### src/rtl/dm_cache_ctrl.sv
// Read-only direct-mapped cache controller: one-cycle hits, 4-word burst refill on a miss,
// whole-cache invalidate and saturating hit/miss counters.
module dm_cache_ctrl #(
  parameter int unsigned ADDR_W   = 15,
  parameter int unsigned DATA_W   = 32,
  parameter int unsigned INDEX_W  = 5,
  parameter int unsigned OFFSET_W = 2,
  parameter int unsigned CNT_W    = 16
) (
  input  logic              clk,
  input  logic              rst,
  input  logic              cpu_req,
  input  logic [ADDR_W-1:0] cpu_addr,
  output logic              cpu_ready,
  output logic              cpu_rvalid,
  output logic [DATA_W-1:0] cpu_rdata,
  input  logic              inv,
  output logic [ADDR_W-1:0] mem_addr,
  input  logic [DATA_W-1:0] mem_rdata,
  output logic [CNT_W-1:0]  hit_cnt,
  output logic [CNT_W-1:0]  miss_cnt
);

  localparam int unsigned TagW  = ADDR_W - INDEX_W - OFFSET_W;
  localparam int unsigned Lines = 2 ** INDEX_W;
  localparam int unsigned Words = 2 ** OFFSET_W;

  typedef enum logic [1:0] {StIdle, StRefill, StRespond} state_e;

  state_e state_q, state_d;

  logic [Lines-1:0]  valid_q;
  logic [TagW-1:0]   tag_mem  [Lines];
  logic [DATA_W-1:0] data_mem [Lines*Words];

  logic [TagW-1:0]     req_tag_q;
  logic [INDEX_W-1:0]  req_idx_q;
  logic [OFFSET_W-1:0] req_off_q;
  logic [OFFSET_W:0]   rcnt_q;
  logic                rvalid_q;
  logic [DATA_W-1:0]   rdata_q;
  logic [CNT_W-1:0]    hit_q, miss_q;

  logic [TagW-1:0]     addr_tag;
  logic [INDEX_W-1:0]  addr_idx;
  logic [OFFSET_W-1:0] addr_off;
  logic                lookup_hit, accept, hit_acc, miss_acc;
  logic                issue_en, wr_en, refill_done;
  logic [OFFSET_W-1:0] wr_off;

  assign addr_tag = cpu_addr[ADDR_W-1 -: TagW];
  assign addr_idx = cpu_addr[OFFSET_W +: INDEX_W];
  assign addr_off = cpu_addr[OFFSET_W-1:0];

  assign cpu_ready  = (state_q == StIdle) && !inv;
  assign lookup_hit = valid_q[addr_idx] && (tag_mem[addr_idx] == addr_tag);
  assign accept     = cpu_req && cpu_ready;
  assign hit_acc    = accept && lookup_hit;
  assign miss_acc   = accept && !lookup_hit;

  // rcnt_q doubles as issue counter (0..Words-1) and, lagging by one, the write counter.
  assign issue_en    = (state_q == StRefill) && !rcnt_q[OFFSET_W];
  assign wr_en       = (state_q == StRefill) && (rcnt_q != '0);
  assign wr_off      = rcnt_q[OFFSET_W-1:0] - OFFSET_W'(1);
  assign refill_done = (state_q == StRefill) && rcnt_q[OFFSET_W];

  assign mem_addr   = issue_en ? {req_tag_q, req_idx_q, rcnt_q[OFFSET_W-1:0]} : '0;
  assign cpu_rvalid = rvalid_q;
  assign cpu_rdata  = rdata_q;
  assign hit_cnt    = hit_q;
  assign miss_cnt   = miss_q;

  always_comb begin
    state_d = state_q;
    unique case (state_q)
      StIdle:    if (miss_acc) state_d = StRefill;
      StRefill:  if (refill_done) state_d = StRespond;
      StRespond: state_d = StIdle;
      default:   state_d = StIdle;
    endcase
  end

  always_ff @(posedge clk) begin
    if (rst) begin
      state_q   <= StIdle;
      valid_q   <= '0;
      rvalid_q  <= 1'b0;
      rdata_q   <= '0;
      rcnt_q    <= '0;
      hit_q     <= '0;
      miss_q    <= '0;
      req_tag_q <= '0;
      req_idx_q <= '0;
      req_off_q <= '0;
    end else begin
      state_q  <= state_d;
      rvalid_q <= hit_acc || refill_done;

      if (hit_acc) begin
        rdata_q <= data_mem[{addr_idx, addr_off}];
      end else if (wr_en && (wr_off == req_off_q)) begin
        rdata_q <= mem_rdata;
      end

      if ((state_q == StIdle) && inv) begin
        valid_q <= '0;
      end else if (miss_acc) begin
        valid_q[addr_idx] <= 1'b0;
      end else if (refill_done) begin
        valid_q[req_idx_q] <= 1'b1;
      end

      if (miss_acc) begin
        req_tag_q <= addr_tag;
        req_idx_q <= addr_idx;
        req_off_q <= addr_off;
      end

      if ((state_q == StRefill) && !refill_done) begin
        rcnt_q <= rcnt_q + (OFFSET_W + 1)'(1);
      end else begin
        rcnt_q <= '0;
      end

      if (hit_acc && (hit_q != '1)) hit_q <= hit_q + CNT_W'(1);
      if (miss_acc && (miss_q != '1)) miss_q <= miss_q + CNT_W'(1);
    end
  end

  // Line storage carries no reset; valid_q alone decides whether contents are usable.
  always_ff @(posedge clk) begin
    if (wr_en) data_mem[{req_idx_q, wr_off}] <= mem_rdata;
    if (refill_done) tag_mem[req_idx_q] <= req_tag_q;
  end

endmodule

### config.mk
export PLATFORM = sky130hd
export DESIGN_NAME = dm_cache_ctrl
export DESIGN_NICKNAME = d
export VERILOG_FILES = /design/src/rtl/dm_cache_ctrl.sv
export SDC_FILE = /design/constraint.sdc
export NUM_CORES = 2
export LEC_CHECK = 0
export BUFFER_PORTS_ARGS = -buffer_cell sky130_fd_sc_hd__buf_2
export CAP_MARGIN = 20
export CORE_ASPECT_RATIO = 1.75
export CORE_UTILIZATION = 35
export DETAILED_ROUTE_END_ITERATION = 16
export GPL_TIMING_DRIVEN = 1
export HOLD_SLACK_MARGIN = 0.05
export PLACE_DENSITY_LB_ADDON = 0.2
export SLEW_MARGIN = 20
export SYNTH_ARGS = -nofsm -noshare
export SYNTH_HDL_FRONTEND = slang
export SYNTH_MEMORY_MAX_BITS = 65536
export SYNTH_SLANG_ARGS = --single-unit
### constraint.sdc
create_clock -name clk -period 3.7 [get_ports clk]
set_input_delay 0.555 -clock clk [delete_from_list [all_inputs] [get_ports clk]]
set_output_delay 0.555 -clock clk [all_outputs]
set_load 0.02 [all_outputs]
After elaboration in Yosys (flattened, before gate mapping)
Memory sizes are Yosys's and may differ from the RTL's.
Index checks and enable logic that the tools add are counted.

cells by class
  bitwise operators = 4
  equality and inequality tests = 7
  add/subtract/negate cells = 4
  multiplexer cells = 18
  $lt $le $gt $ge = 4
  reduce and logical (&&, ||, !) cells = 27

operators by type and width
  operator               count
  $mux 32                4
  $add 16x1->16 const B  2
  $and 32x32->32         1
  $ne 16x16->1 const B   2
  $not 32->32            1
  $or 32x32->32          1
  $logic_and 1x1->1      15
  $mux 15                1
  $lt 5x6->1 const B     2
  $demux 1 s5            2
  $ge 5x1->1 const B     2
  $eq 8x8->1             1
  $mux 1                 7
  $bmux 1 s5             1
  $logic_not 1->1        4
  $mux 2                 2
  $ne 2x2->1 const B     2
  $pmux 2 s2             1
  $reduce_bool 2->1      2
  $reduce_or 2->1        2
  $add 3x1->3 const B    1
  $reduce_bool 3->1      1
  $eq 2x1->1 const B     1
  $eq 2x2->1             1
  5 further kinds        5

storage, ports and cells
  bits of input ports = 51
  memory bits (writable) = 4352
  memories = 2
  output and inout port bits = 81
  word-level logic and storage cells = 76
  register bits = 117

memories
  name      words  bits a word  rd ports  clocked after memory_dff  write ports  RTL line  text
  data_mem  128    32           1         0                         1            34        logic [DATA_W-1:0] data_mem [Lines*Words];
  tag_mem   32     8            1         0                         1            33        logic [TagW-1:0] tag_mem [Lines];

Depth between registers and ports, before layout
  depth after elaboration = 7
  gate-level depth with buffers = 15
  depth with buffers taken out = 9

Worst setup path before layout
OpenSTA, ideal clock, no wires.

  kind = input -> register
  from = input port cpu_addr[0]
  to = register rdata_q[18] (netlist: cpu_rdata[18])
  library setup time = 0.119 ns
  buffers on the path = 4
  path slack = 0.118 ns
  arrival = 3.463 ns
  required time = 3.581 ns
  stages = 9
  cells stage by stage = buf_2 -> buf_2 -> buf_2 -> buf_1 -> mux4_2 -> a221oi_1 -> o221ai_1 -> or4_1 -> o221a_2

between the ends
  longest elaborated chain between the ends = 2

ends and longest elaborated chain
  item                  RTL line  text
  from (decl)           13        input logic [ADDR_W-1:0] cpu_addr,
  $mem_v2 128x32        -
  $mux 32               99        if (hit_acc) begin
  to (signal assigned)  100       rdata_q <= data_mem[{addr_idx, addr_off}];
  to (signal assigned)  102       rdata_q <= mem_rdata;
  to (decl)             41        logic [DATA_W-1:0] rdata_q;

Every way passes these cells.
A chain may end at the register's enable or synchronous reset.

Worst setup path after layout
  from = memory tag_mem[23][2] in the netlist's numbering
  to = register rdata_q[25] (netlist: cpu_rdata[25])

between the ends
  longest elaborated chain between the ends = 5
  elaborated cells between the ends (all ways) = 6
  classes of those cells = 1 x eq/ne; 1 x mux; 3 x reduce/logical; 1 x memory

ends and longest elaborated chain
  item                                                 RTL line  text
  from (decl)                                          33
  $mem_v2 32x8 (*)                                     -
  $eq 8x8->1 (*)                                       56        assign lookup_hit = valid_q[addr_idx] && (tag_mem[addr_idx] == addr_tag);
  $logic_and 1x1->1 (*)                                56
  $logic_and 1x1->1 (*)                                58        assign hit_acc = accept && lookup_hit;
  $mux 32 / $reduce_bool 2->1 (equally long branches)  -

Mark *: on every way between the ends. The rest lies on a longest branch, timed or not.

==> metrics.txt <==
run status=finished clean; Tot Pwr=104.1 mW; Sink Count=4,469; drt pass-1 iters=7; Detail Placement HPWL=approximately 370,000 um; WL final=573,500 um; initial antenna violation count=43; synth top area cells=edfxtp_1 (76%), mux4_2 (16%), dfxtp_1 (1.4%); min-delay worst type=in2reg; starting density of the core=0.3516; power per standard cell area=~510 mW/mm2; Yosys top cell by area=edfxtp_1; Critical Path Source=tag_mem[23][2]; CTS tree=built; reg2reg setup slack=between 0.1 and 0.15 ns; vias=87,240; predominant post-synthesis flop cell=edfxtp_1; Die Wd=530.4 um; max_slew headroom=0.1719; Mapped Avg Cell Area=22.75 um2; Synth warnings=0; worst reg2reg path startpoint=tag_mem[23][2]; # Post-CTS Setup Buffers=0; share of cells above drive strength 1=0.3517; Util after Layout=0.4191; CTS max path bufs=4; number of global-route vias before repair=approximately 90,000; CTS root buffer=clkbuf_16; Site Rows=roughly 340; sequential share of the synthesized area=0.7778; WL per Instance=36.84 um; mapped cell area=approximately 0.17 mm2; pin count of the biggest net entering global routing=~110; Worst Skew=0.08601 ns; Place WS=-0.8571 ns; startpoint types=register; R2R depth=13; wire length of the first global-routing pass=776,200 um; Synth top area share=0.7641; RSZ-0062 raised after global routing=no; fillcell total=42,160; static leakage=64.40 nW; GP Congestion=approximately 0.93; syn_nets=7,574; CTS Buf Count=approximately 400; design area=0.2039 mm2; Slew Viols, Final=0; Placed Area=0.1907 mm2; Final Hold Vio Count=0; Via density=5.605; Synth async-reset ratio=0; CP Class=reg2reg; min Tclk post-route=3.552 ns; Syn-to-layout area delta=19.23%; gr usage total=0.2319; Post-Syn Instances=7,519; synth unique cells=80; Final WS setup=0.1482 ns; H-Tree Depth=5; R2R Path End=cpu_rdata[25]; core area=0.4865 mm2; number of synthesized register bits=about 4,500; WP data arrival=4.42 ns; Setup-failing EPs final=0; maxcap violations=0; final instance count without filler cells=15,570; drt drc=0; Tightest Pin Transition=1.229 ns; Final period util=0.9599; Nets=8,781; CP endpoint kind=register; Die Y=926.8 um; placed insts=approximately 15,000; full die area=0.4916 mm2; crit path capture=cpu_rdata[25]; VDD IR-drop max=0.4126 mV; Port Buffer Count=about 130; First DRT Iteration DRCs=10,370; Clk pin slew, worst setup/hold paths=0.07 ns; Critical Path RT=~4.6 ns; Post-synth EDFFs=4,352; gr ovfl total=0; latest clock arrival within the worst-skew pair=1.03 ns; CP max FO=4; Post-DRT Antenna Nets=0; io pins=132; Fmax achieved=roughly 280 MHz
## area by class of cell
cell class / count / area [um2] / share of cell area
Inverter: 16 / 67.56 / 0.0003313
Clock buffer: 486 / 10600 / 0.05196
Multi-Input combinational cell: 2619 / 37250 / 0.1827
Sequential cell: 4469 / 133000 / 0.6524
Clock inverter: 252 / 2390 / 0.01172
Antenna cell: 29 / 72.57 / 0.0003559
Timing Repair Buffer: 1215 / 12410 / 0.06084
Tap cell: 6479 / 8107 / 0.03975
## cells in the final DEF (no fill, tap or decap), drive strengths merged, types with 79 or more instances in the layout
cell type and count:
a21oi 90, a22oi 79, buf 1198, clkbuf 486
clkinv 186, dfxtp 117, edfxtp 4352, mux2i 227
mux4 1201, nand2 137, nor2 315
## report_power, final
part	leakage (nW)	internal, mW	total, mW	switching, mW
sequential	40.0	55.5	55.5	0.0155
clock	6.35	23.1	42.3	19.2
combinational	18.1	2.33	6.27	3.94
## worst min path at each step
stage               depth (start not counted)  slack, ns     startpoint               end
floorplan                                   2       0.48   req_off_q[0]      req_off_q[0]
global placement                            2       0.48  cpu_rdata[28]     cpu_rdata[28]
detailed placement                          2       0.48  cpu_rdata[13]     cpu_rdata[13]
CTS                                         4       0.06    cpu_addr[5]      req_idx_q[3]
global route                                1       0.11  mem_rdata[14]  data_mem[64][14]
finish                                      3       0.12  mem_rdata[12]     cpu_rdata[12]
## metrics by stage
stage / hold slack, ns / setup TNS (ns)
final: 0.1249 / 0
after global routing: 0.1051 / 0
after CTS: 0.05602 / 0
after detailed placement: 0.4822 / -65.39
after global placement: 0.4835 / -70.38
after floorplan: 0.4807 / 0
## critical path, stage by stage (launching register included)
cell and delay [ns]:
edfxtp_1 0.37, mux2i_1 0.34, o22ai_1 0.16, nor4_2 0.54, buf_4 0.20, nand2_1 0.06
xor2_1 0.16, buf_4 0.14, nor4_1 0.35, buf_4 0.19, nand2_4 0.14, a2111oi_0 0.49
buf_4 0.20, a211oi_1 0.04
## per-layer routing
metal,global-route usage,vias to the layer above,part of all wire
met1,0.2704,48020,0.35
met4,0.1401,6,0.071
met2,0.3996,3697,0.51
met3,0.03792,1015,0.067
met5,0,-,0.000071
li1,-,34510,-
## synth_stat cells (all sizes together), types with 5 or more instances
library cell  instances
nand2               137
and2                  7
clkbuf              205
nor3b                 5
o211ai               10
mux2i               227
nand4b                5
a22oi                79
inv                  15
o221a                 8
xor2                  9
mux2                 40
mux4               1201
nand4                15
nand3                42
a21oi                90
a31oi                20
o21ai                61
edfxtp             4352
a311oi               22
nor4                 24
a22o                 11
a211oi               20
buf                 210
nor2b                30
nand4bb               6
o21a                  5
dfxtp               117
nand2b                7
nor2                315
o22ai                66
o221ai                9
and3                 33
a221oi               15
nor3                 26
## what timing repair did
action / 4_1_cts / 5_1_grt
gates resized for setup: 1 / 0
hold buffers: 17 / 0
setup endpoints to repair: 1 / 0
hold endpoints to repair: 143 / 0
## cell families after synthesis
group	synth area share
xor+xnor	0.0005633
buf+inv	0.01068
fa+ha+maj	0.0002926
simple gates	0.01860
compound gates	0.01798
flops	0.7778
mux	0.1741
## sequential cells by signal (all words and copies together), names as in the netlist
register / cells
tag_mem: 256
miss_cnt: 16
data_mem: 4096
valid_q: 32
rcnt_q: 3
req_idx_q: 5
req_off_q: 2
req_tag_q: 8
state_q: 2
cpu_rdata: 32
cpu_rvalid: 1
hit_cnt: 16
Power figures use the tool's default switching activity.
